[config.mk]
export PLATFORM = sky130hd
export DESIGN_NAME = wb_master
export DESIGN_NICKNAME = d
export VERILOG_FILES = /design/src/rtl/wb_master.sv
export SDC_FILE = /design/constraint.sdc
export NUM_CORES = 1
export LEC_CHECK = 0
export BUFFER_PORTS_ARGS = -buffer_cell sky130_fd_sc_hd__buf_2
export CORE_MARGIN = 1
export CORE_UTILIZATION = 50
export DETAILED_ROUTE_END_ITERATION = 8
export PLACE_DENSITY = 0.85
export SETUP_SLACK_MARGIN = 0.02
export SLEW_MARGIN = 10
export SYNTH_ARGS = -nofsm -noshare
export SYNTH_HDL_FRONTEND = slang
export SYNTH_SLANG_ARGS = --single-unit
[constraint.sdc]
create_clock -name clk -period 2.8 [get_ports clk]
set_clock_uncertainty 0.05 [all_clocks]
set_input_delay 0.56 -clock clk [delete_from_list [all_inputs] [get_ports clk]]
set_output_delay 0.56 -clock clk [all_outputs]
set_load 0.02 [all_outputs]
[src/rtl/wb_master.sv]
// rtl/wb_master.sv - Wishbone B4 classic single-transfer initiator with bus timeout
module wb_master #(
    parameter int ADDR_W  = 32,
    parameter int DATA_W  = 32,
    parameter int TIMEOUT = 255
) (
    input  logic                clk,
    input  logic                rst,
    input  logic                req_valid,
    output logic                req_ready,
    input  logic                req_we,
    input  logic [ADDR_W-1:0]   req_addr,
    input  logic [DATA_W-1:0]   req_wdata,
    input  logic [DATA_W/8-1:0] req_sel,
    output logic                rsp_valid,
    output logic                rsp_err,
    output logic [DATA_W-1:0]   rsp_rdata,
    output logic                CYC,
    output logic                STB,
    output logic                WE,
    output logic [ADDR_W-1:0]   ADR,
    output logic [DATA_W-1:0]   DAT_O,
    output logic [DATA_W/8-1:0] SEL,
    input  logic [DATA_W-1:0]   DAT_I,
    input  logic                ACK,
    input  logic                ERR
);

    localparam int SEL_W = DATA_W / 8;
    localparam int CNT_W = (TIMEOUT > 0) ? $clog2(TIMEOUT + 1) : 1;
    localparam logic [CNT_W-1:0] CNT_ONE = CNT_W'(1);
    localparam logic [CNT_W-1:0] CNT_MAX = '1;
    localparam logic [31:0]      TIMEOUT_L = 32'(TIMEOUT);

    typedef enum logic [1:0] {
        IDLE = 2'd0,
        BUS  = 2'd1,
        RESP = 2'd2
    } state_t;

    state_t             state_q, state_d;
    logic               cyc_q, cyc_d;
    logic               stb_q, stb_d;
    logic               we_q, we_d;
    logic [ADDR_W-1:0]  adr_q, adr_d;
    logic [DATA_W-1:0]  dat_o_q, dat_o_d;
    logic [SEL_W-1:0]   sel_q, sel_d;
    logic               rsp_valid_q, rsp_valid_d;
    logic               rsp_err_q, rsp_err_d;
    logic [DATA_W-1:0]  rsp_rdata_q, rsp_rdata_d;
    logic [CNT_W-1:0]   cnt_q, cnt_d;
    logic [31:0]        cnt_ext;
    logic               timeout_hit;

    // Timeout fires on the edge that closes the TIMEOUT-th bus cycle.
    always_comb begin
        cnt_ext     = 32'(cnt_q);
        timeout_hit = (TIMEOUT != 0) && ((cnt_ext + 32'd1) == TIMEOUT_L);
    end

    // Next-state and registered-output decode for the single-transfer FSM.
    always_comb begin
        state_d     = state_q;
        cyc_d       = cyc_q;
        stb_d       = stb_q;
        we_d        = we_q;
        adr_d       = adr_q;
        dat_o_d     = dat_o_q;
        sel_d       = sel_q;
        rsp_valid_d = 1'b0;
        rsp_err_d   = 1'b0;
        rsp_rdata_d = rsp_rdata_q;
        cnt_d       = cnt_q;
        case (state_q)
            IDLE: begin
                if (req_valid) begin
                    we_d    = req_we;
                    adr_d   = req_addr;
                    dat_o_d = req_wdata;
                    sel_d   = req_sel;
                    cyc_d   = 1'b1;
                    stb_d   = 1'b1;
                    cnt_d   = '0;
                    state_d = BUS;
                end
            end
            BUS: begin
                cnt_d = (cnt_q == CNT_MAX) ? cnt_q : cnt_q + CNT_ONE;
                if (ERR) begin
                    cyc_d       = 1'b0;
                    stb_d       = 1'b0;
                    rsp_valid_d = 1'b1;
                    rsp_err_d   = 1'b1;
                    state_d     = RESP;
                end else if (ACK) begin
                    cyc_d       = 1'b0;
                    stb_d       = 1'b0;
                    rsp_valid_d = 1'b1;
                    if (!we_q) begin
                        rsp_rdata_d = DAT_I;
                    end
                    state_d     = RESP;
                end else if (timeout_hit) begin
                    cyc_d       = 1'b0;
                    stb_d       = 1'b0;
                    rsp_valid_d = 1'b1;
                    rsp_err_d   = 1'b1;
                    state_d     = RESP;
                end
            end
            RESP: begin
                // Spending a cycle here keeps CYC low long enough to swallow a late ACK.
                state_d = IDLE;
            end
            default: begin
                state_d = IDLE;
                cyc_d   = 1'b0;
                stb_d   = 1'b0;
            end
        endcase
    end

    // State and output registers; reset drops the bus immediately.
    always_ff @(posedge clk or negedge rst) begin
        if (!rst) begin
            state_q     <= IDLE;
            cyc_q       <= 1'b0;
            stb_q       <= 1'b0;
            we_q        <= 1'b0;
            adr_q       <= '0;
            dat_o_q     <= '0;
            sel_q       <= '0;
            rsp_valid_q <= 1'b0;
            rsp_err_q   <= 1'b0;
            rsp_rdata_q <= '0;
            cnt_q       <= '0;
        end else begin
            state_q     <= state_d;
            cyc_q       <= cyc_d;
            stb_q       <= stb_d;
            we_q        <= we_d;
            adr_q       <= adr_d;
            dat_o_q     <= dat_o_d;
            sel_q       <= sel_d;
            rsp_valid_q <= rsp_valid_d;
            rsp_err_q   <= rsp_err_d;
            rsp_rdata_q <= rsp_rdata_d;
            cnt_q       <= cnt_d;
        end
    end

    // Output mapping; req_ready is the only state-decoded output.
    always_comb begin
        req_ready = (state_q == IDLE);
        rsp_valid = rsp_valid_q;
        rsp_err   = rsp_err_q;
        rsp_rdata = rsp_rdata_q;
        CYC       = cyc_q;
        STB       = stb_q;
        WE        = we_q;
        ADR       = adr_q;
        DAT_O     = dat_o_q;
        SEL       = sel_q;
    end

endmodule

==> results of run 1 <==
==> synthesized netlist by cell type, types with 2 or more instances <==
master | instances | area (um2)
inv_1 | 3 | 11.3
buf_1 | 2 | 7.51
and3_2 | 2 | 15.0
buf_2 | 3 | 15.0
ha_1 | 2 | 25.0
o31a_1 | 2 | 17.5
a21oi_1 | 3 | 15.0
xor2_1 | 2 | 17.5
nand2_1 | 4 | 15.0
dfrtp_1 | 114 | 2850
nand3_1 | 6 | 30.0
o21ai_1 | 2 | 10.0
nor2_1 | 8 | 30.0
mux2_2 | 102 | 1150
o41ai_1 | 3 | 26.3
clkbuf_1 | 9 | 33.8
o21ai_0 | 9 | 45.0
==> metrics by stage <==
stage               power (mW)  std cells  worst slack, ns  hold slack (ns)
floorplan                 4.18        296            0.898            0.214
CTS                       7.00        637            0.704           0.0411
detailed placement        5.14        605            0.742            0.440
global route              7.27        637            0.516           0.0648
global placement          5.02        605            0.838            0.431
finish                    6.94        637            0.659           0.0264
==> where the power goes <==
part	switching [mW]	internal (mW)	leakage, nW
Clock	0.715	1.12	0.250
Sequential	0.348	2.29	1.37
Combinational	1.44	1.03	1.42
Total	2.50	4.44	3.04
==> registers in the layout (all words and copies together), names as in the netlist <==
register	cells
WE	1
DAT_O	32
cnt_q	8
rsp_valid	1
state_q	2
STB	1
ADR	32
rsp_rdata	32
rsp_err	1
SEL	4
==> layout by cell type (no fill, tap or decap), types with 2 or more instances in the layout <==
master	count
nor2_1	8
mux2_2	102
clkinv_2	6
buf_4	4
and3_2	2
dfrtp_1	114
buf_2	210
clkbuf_1	3
o41ai_1	3
o21ai_0	9
buf_12	2
nand3_1	6
nand2_1	4
a21oi_1	3
clkbuf_16	16
clkinvlp_4	3
clkbuf_8	3
xor2_1	2
inv_1	3
o21ai_1	2
ha_1	2
o31a_1	2
==> area by class of cell <==
cell class	instances	area, um2
Sequential cell	114	2850
Fill cell	626	2520
Multi-Input combinational cell	164	1570
Timing Repair Buffer	216	1120
Clock buffer	22	453
Tap cell	108	135
Clock inverter	10	61.3
Inverter	3	11.3
==> cells by family after synthesis <==
kind of cell	share of synthesized area
AOI/OAI and AO/OA	0.0426
DFF	0.635
buffers and inverters	0.0167
muxes	0.256
and+or+nand+nor	0.0399
adders and majority gates	0.00557
xor gates and xnor gates	0.00390
==> routing by layer <==
layer | GRT usage | up-vias | share of wire
li1 | - | 1509 | -
met1 | 0.245 | 1635 | 0.38
met2 | 0.400 | 132 | 0.54
met3 | 0.0759 | 21 | 0.060
met4 | 0.0976 | 0 | 0.024
met5 | 0 | - | 0
==> how the worst min path moves through the flow <==
| stage | start | endpoint | slack (ns) | depth (start not counted) |
|---|---|---|---|---|
| after floorplan | rst | ADR[0]$_DFFE_PN0P_ | 0.21 | 0 |
| after global placement | rsp_rdata[1]$_DFFE_PN0P_ | rsp_rdata[1]$_DFFE_PN0P_ | 0.43 | 1 |
| after detailed placement | rsp_rdata[18]$_DFFE_PN0P_ | rsp_rdata[18]$_DFFE_PN0P_ | 0.44 | 1 |
| after CTS | rst | DAT_O[0]$_DFFE_PN0P_ | 0.04 | 1 |
| after global routing | rst | DAT_O[0]$_DFFE_PN0P_ | 0.06 | 1 |
| final | rst | DAT_O[0]$_DFFE_PN0P_ | 0.03 | 1 |
==> out/qor.yml, run 1 <==
power_and_ir_drop:
  leakage_nw: 3.04
  p_per_area_mw_per_mm2: 1120
  ir_worst_vdd_mv: 0.576
synth:
  synth_nets: 404
  async_reset_ff_frac: 1.00
  syn_inst: 296
  syn-cell-area_mm2: 0.00449
  ys_seq_area_frac: 0.635
  yosys_warnings: 0
  syn_area_per_cell_um2: 15.2
  synth_seq_cells: 114
  synthFlopType: "dfrtp_1"
  ys_types: 37
  synth-edff-count: 0
drt:
  dr.pass1.iters: 4
  via_per_inst: 5.18
  drt-initial-drc-count: 106
  vias: 3297
  routed_wl_mm: 10.4
  ant_nets: 0
  wl_per_cell_um: 16.3
  drc: 0
critical_path:
  crit_path_start_kind: "flip-flop"
  critical_path_class: "reg -> reg"
  cp.arrival_ns: 2.46
  r2r_end: "cnt_q[7]$_DFFE_PN0P_"
  r2r_setup_slack_ns: 0.66
  startpoint: "cnt_q[0]$_DFFE_PN0P_"
  cp_cell_sequence: "ha_1, and4_2, a41o_1, and2_0, o21ai_0, o41ai_1"
  cp_num_buf_inv: 0
  cp.depth: 6
  cpMaxStageDelayCell: "dfrtp_1"
  rr_startpoint: "cnt_q[0]$_DFFE_PN0P_"
  crit_path_end: "cnt_q[7]$_DFFE_PN0P_"
  rr_worst_depth: 6
  slowest_delay_ns: 0.49
  path_delay_family: "simple AND/OR/NAND/NOR gates"
  end_kind: "flip-flop"
  critPathRequiredTime_ns: 3.12
  crit_fanout: 7
cts:
  insertion_delay_ns: 0.49
  post_cts_buffers: 0
  cts.sinks: 114
  cts_buffers: 17
  cts.clk_slew.worst_paths_ns: 0.06
  cts_max_level: 4
  cts_tree: "yes"
  clockBufferDepth: 2
  root_buffer: "clkbuf_8"
  cts-resized-gates: 0
  cts_hold_buffers: 0
placement:
  port_buffers: 211
  dpl_cell_area_mm2: 0.00569
  gp_congestion: 0.911
  dp_hpwl_mm: 7.48
final_layout:
  nets: 624
  design_area_mm2: 0.00620
  area_growth_pct: 38.2
  layout-drive-gt1-share: 0.671
  antenna_cells: 0
  fin_util: 0.711
die:
  die_y_um: 96.8
  ios: 212
  coreArea_mm2: 0.00872
  die_w_um: 96.8
  die_area_mm2: 0.00936
  initial_core_util: 0.515
  rows: 34
timing:
  worst_pin_slew_ns: 0.627
  timing.fmax_mhz: 467
  finalSetupTns_ns: 0
  period_minus_slack_ns: 2.14
  post-route-period-util: 0.765
  finalSetupViolations: 0
  drv_slew: 0
  final_hold_viol_count: 0
  rsz0062_at_grt: "false"
  slew_headroom: 0.582
hold_path:
  hold_path.class: "in -> async"
job:
  max-cap-violations: 0
grt:
  grt_pass1_wl_mm: 16.5
  grt_max_degree: 55
  grt_pass1_vias: 3490
  grt_usage: 0.226
  overflow: 0
  antenna_found_initial: 0
run_status:
  outcome: "complete, no violations"
(Power assumes the default switching activity.)
==> inputs of run 2 (changes only) <==
--- a/config.mk
+++ b/config.mk
@@ -5,11 +5,12 @@
 export SDC_FILE = /design/constraint.sdc
 export NUM_CORES = 1
 export LEC_CHECK = 0
+export ABC_AREA = 1
 export BUFFER_PORTS_ARGS = -buffer_cell sky130_fd_sc_hd__buf_2
 export CORE_MARGIN = 1
-export CORE_UTILIZATION = 50
+export CORE_UTILIZATION = 46
 export DETAILED_ROUTE_END_ITERATION = 8
-export PLACE_DENSITY = 0.85
+export PLACE_DENSITY = 0.79
 export SETUP_SLACK_MARGIN = 0.02
 export SLEW_MARGIN = 10
 export SYNTH_ARGS = -nofsm -noshare
==> constraint.sdc (replaced) <==
create_clock -name clk -period 1.99 [get_ports clk]
set_clock_uncertainty 0.05 [all_clocks]
set_input_delay 0.398 -clock clk [delete_from_list [all_inputs] [get_ports clk]]
set_output_delay 0.398 -clock clk [all_outputs]
set_load 0.02 [all_outputs]
==> run 2 against run 1 <==
First-iteration DRC count fell by 1.9%. Non-clock buffer count rose by 1. Synthesized area rose by 0.17%. Clock power rose by 51%. Wire length rose by 6.8%. Critical path type unchanged. Critical endpoint is now STB$_DFFE_PN0P_.
==> out/qor.yml, run 2 <==
run_status:
  outcome: "complete, no violations"  # unchanged
timing:
  rsz0062_at_grt: "false"  # unchanged
  period_minus_slack_ns: 1.77  # was 2.14 ns
  drv_slew: 0  # unchanged
  finalSetupTns_ns: 0  # unchanged
  slew_headroom: 0.664  # was 0.582
  post-route-period-util: 0.890  # was 0.765
  worst_pin_slew_ns: 0.504  # was 0.627 ns
  worst_hold_slack_ns: 0.0427  # was 0.0264 ns
  fin_ws_ns: 0.219  # was 0.659 ns
  final_hold_viol_count: 0  # unchanged
  finalSetupViolations: 0  # unchanged
  timing.fmax_mhz: 565  # was 467 MHz
final_layout:
  instances_no_fill: 809  # was 637
  nets: 776  # was 624
  layout-drive-gt1-share: 0.403  # was 0.671
  mostFrequentLayoutCells: "nand2_1, buf_2, dfrtp_1"  # was buf_2, dfrtp_1, mux2_2
  area_growth_pct: 39.6  # was 38.2%
  fin_util: 0.670  # was 0.711
  mostFrequentLayoutCell: "nand2_1"  # was buf_2
  design_area_mm2: 0.00628  # was 0.00620 mm2
  antenna_cells: 0  # unchanged
power_and_ir_drop:
  seqPwrFrac: 0.376  # was 0.379
  pwr-share-comb: 0.339  # was 0.356
  p_int_mw: 6.12  # was 4.44 mW
  ir_worst_vdd_mv: 0.749  # was 0.576 mV
  p_clk_frac: 0.285  # was 0.265
  p_per_area_mw_per_mm2: 1550  # was 1120 mW/mm2
  swShare: 0.372  # was 0.360
  switching_power_mw: 3.63  # was 2.50 mW
  finalPower_mw: 9.75  # was 6.94 mW
  leakage_nw: 3.50  # was 3.04 nW
critical_path:
  slowest_delay_ns: 0.42  # was 0.49 ns
  end_kind: "flip-flop"  # unchanged
  crit_fanout: 5  # was 7
  cp_cell_sequence: "ha_1, nand3_1, o21ai_0, nand2_1, nor2_1, nand2_2, nand3_1, a21oi_1"  # was ha_1, and4_2, a41o_1, and2_0, o21ai_0, o41ai_1
  rr_startpoint: "cnt_q[1]$_DFFE_PN0P_"  # was cnt_q[0]$_DFFE_PN0P_
  startpoint: "cnt_q[1]$_DFFE_PN0P_"  # was cnt_q[0]$_DFFE_PN0P_
  cpMaxStageDelayCell: "dfrtp_1"  # unchanged
  critPathRequiredTime_ns: 2.31  # was 3.12 ns
  cp_num_buf_inv: 0  # unchanged
  crit_path_start_kind: "flip-flop"  # unchanged
  r2r_setup_slack_ns: 0.22  # was 0.66 ns
  cp.depth: 8  # was 6
  r2r_end: "STB$_DFFE_PN0P_"  # was cnt_q[7]$_DFFE_PN0P_
  cp.arrival_ns: 2.09  # was 2.46 ns
  path_delay_family: "simple AND/OR/NAND/NOR gates"  # unchanged
  cpMostUsedCell: "nand3_1"
  rr_worst_depth: 8  # was 6
  critical_path_class: "reg -> reg"  # unchanged
synth:
  ys_seq_area_frac: 0.634  # was 0.635
  syn_area_per_cell_um2: 9.99  # was 15.2 um2
  syn-cell-area_mm2: 0.00450  # was 0.00449 mm2
  synth-edff-count: 0  # unchanged
  synthTopCellsByCount: "nand2_1, dfrtp_1, mux2_1"  # was dfrtp_1, mux2_2, clkbuf_1, o21ai_0, nor2_1
  yosys_warnings: 0  # unchanged
  synth_top_area_share: 0.634  # was 0.635
  synth_seq_cells: 114  # unchanged
  synth_area_leaders: "dfrtp_1, nand2_1, mux2_1"  # was dfrtp_1, mux2_2, o21ai_0
  syn_inst: 450  # was 296
  synth.most_common_cell: "nand2_1"  # was dfrtp_1
  synthFlopType: "dfrtp_1"  # unchanged
  synth_nets: 558  # was 404
  ys_types: 24  # was 37
  async_reset_ff_frac: 1.00  # unchanged
  yosysTopAreaCell: "dfrtp_1"  # unchanged
drt:
  drc: 0  # unchanged
  dr.pass1.iters: 4  # unchanged
  drt-initial-drc-count: 104  # was 106
  vias: 3807  # was 3297
  via_per_inst: 4.71  # was 5.18
  routed_wl_mm: 11.1  # was 10.4 mm
  wl_per_cell_um: 13.7  # was 16.3 um
  ant_nets: 0  # unchanged
hold_path:
  hold_path.class: "in -> reg"  # was in -> async
  hold_end: "DAT_O[5]$_DFFE_PN0P_"
  holdPathStages: 3
  min_from: "req_wdata[5]"
placement:
  dp.cells: 777  # was 605
  port_buffers: 211  # unchanged
  dpl_cell_area_mm2: 0.00571  # was 0.00569 mm2
  gp_congestion: 0.952  # was 0.911
  pre_cts_ws_ns: 0.358  # was 0.742 ns
  dp_hpwl_mm: 7.82  # was 7.48 mm
cts:
  insertion_delay_ns: 0.49  # about the same
  cts.sinks: 114  # unchanged
  cts_max_level: 4  # unchanged
  cts.clk_slew.worst_paths_ns: 0.06  # about the same
  root_buffer: "clkbuf_8"  # unchanged
  cts_tree: "yes"  # unchanged
  cts_buffers: 17  # unchanged
  clockBufferDepth: 2  # unchanged
grt:
  antenna_found_initial: 0  # unchanged
  overflow: 0  # unchanged
  grt_usage: 0.226  # about the same
  grt_pass1_vias: 3815  # was 3490
  grt_max_degree: 70  # was 55
  grt_pass1_wl_mm: 17.5  # was 16.5 mm
die:
  die_area_mm2: 0.0102  # was 0.00936 mm2
  die_w_um: 101  # was 96.8 um
  rows: 35  # was 34
  coreArea_mm2: 0.00937  # was 0.00872 mm2
  die_y_um: 101  # was 96.8 um
  initial_core_util: 0.480  # was 0.515
  ios: 212  # unchanged
job:
  max-cap-violations: 0  # unchanged
-- run 2: changes by cell type after synthesis, sizes merged, moves of 3 or more --
cell / before / now
buf: 6 / 11
nand2: 4 / 234
o21ai: 11 / 8
inv: 3 / 14
mux2: 102 / 32
o41ai: 3 / 0
-- run 2: metal layers --
| layer | wire [um] | track usage |
|---|---|---|
| met1 | 4440 | 0.262 |
| met2 | 5530 | 0.384 |
| met3 | 947 | 0.0832 |
| met4 | 156 | 0.0836 |
| met5 | 0 | 0 |
-- run 2: worst min-delay path: cells and delay by family --
family                 cells  cell delay (ns)
and+or+nand+nor            2             0.08
buffers and inverters      1             0.07
-- run 2: logic make-up (layout without fill, tap and decap cells) --
family,count (synthesis),count (layout),share of synthesized area
adder cells (fa/ha/maj),2,2,0.00556
buffers and inverters,33,263,0.0356
AO/OA/AOI/OAI,15,15,0.0200
flip-flops,114,114,0.634
AND/OR/NAND/NOR,254,254,0.224
multiplexers,32,32,0.0801
-- run 2: area by class of cell --
| cell class | count | area, um2 |
|---|---|---|
| Clock buffer | 22 | 473 |
| Clock inverter | 9 | 81.3 |
| Fill cell | 756 | 3090 |
| Inverter | 15 | 57.6 |
| Multi-Input combinational cell | 303 | 1480 |
| Sequential cell | 114 | 2850 |
| Tap cell | 129 | 161 |
| Timing Repair Buffer | 217 | 1170 |
-- run 2: worst max-delay path by stage --
stage	endpoint	slack (ns)
finish	STB$_DFFE_PN0P_	0.22
global route	STB$_DFFE_PN0P_	0.06
CTS	req_ready	0.21
detailed placement	STB$_DFFE_PN0P_	0.36
global placement	STB$_DFFE_PN0P_	0.47
floorplan	STB$_DFFE_PN0P_	0.46
-- run 2: timing repair --
action                                 in CTS  in global routing
setup endpoints to repair                   0                  0
endpoints found under the hold margin      34                  0
hold buffers                                1                  0
resized for setup                           0                  0
setup buffers                               0                  0
-- run 2: power groups by stage --
| stage | Clock [mW] | Sequential (mW) | Combinational (mW) |
|---|---|---|---|
| after global placement | 0 | 3.65 | 3.25 |
| final | 2.78 | 3.67 | 3.30 |
| after floorplan | 0 | 4.71 | 0.986 |
| after global routing | 2.96 | 3.78 | 3.61 |
| after detailed placement | 0 | 3.68 | 3.34 |
| after CTS | 2.84 | 3.67 | 3.35 |
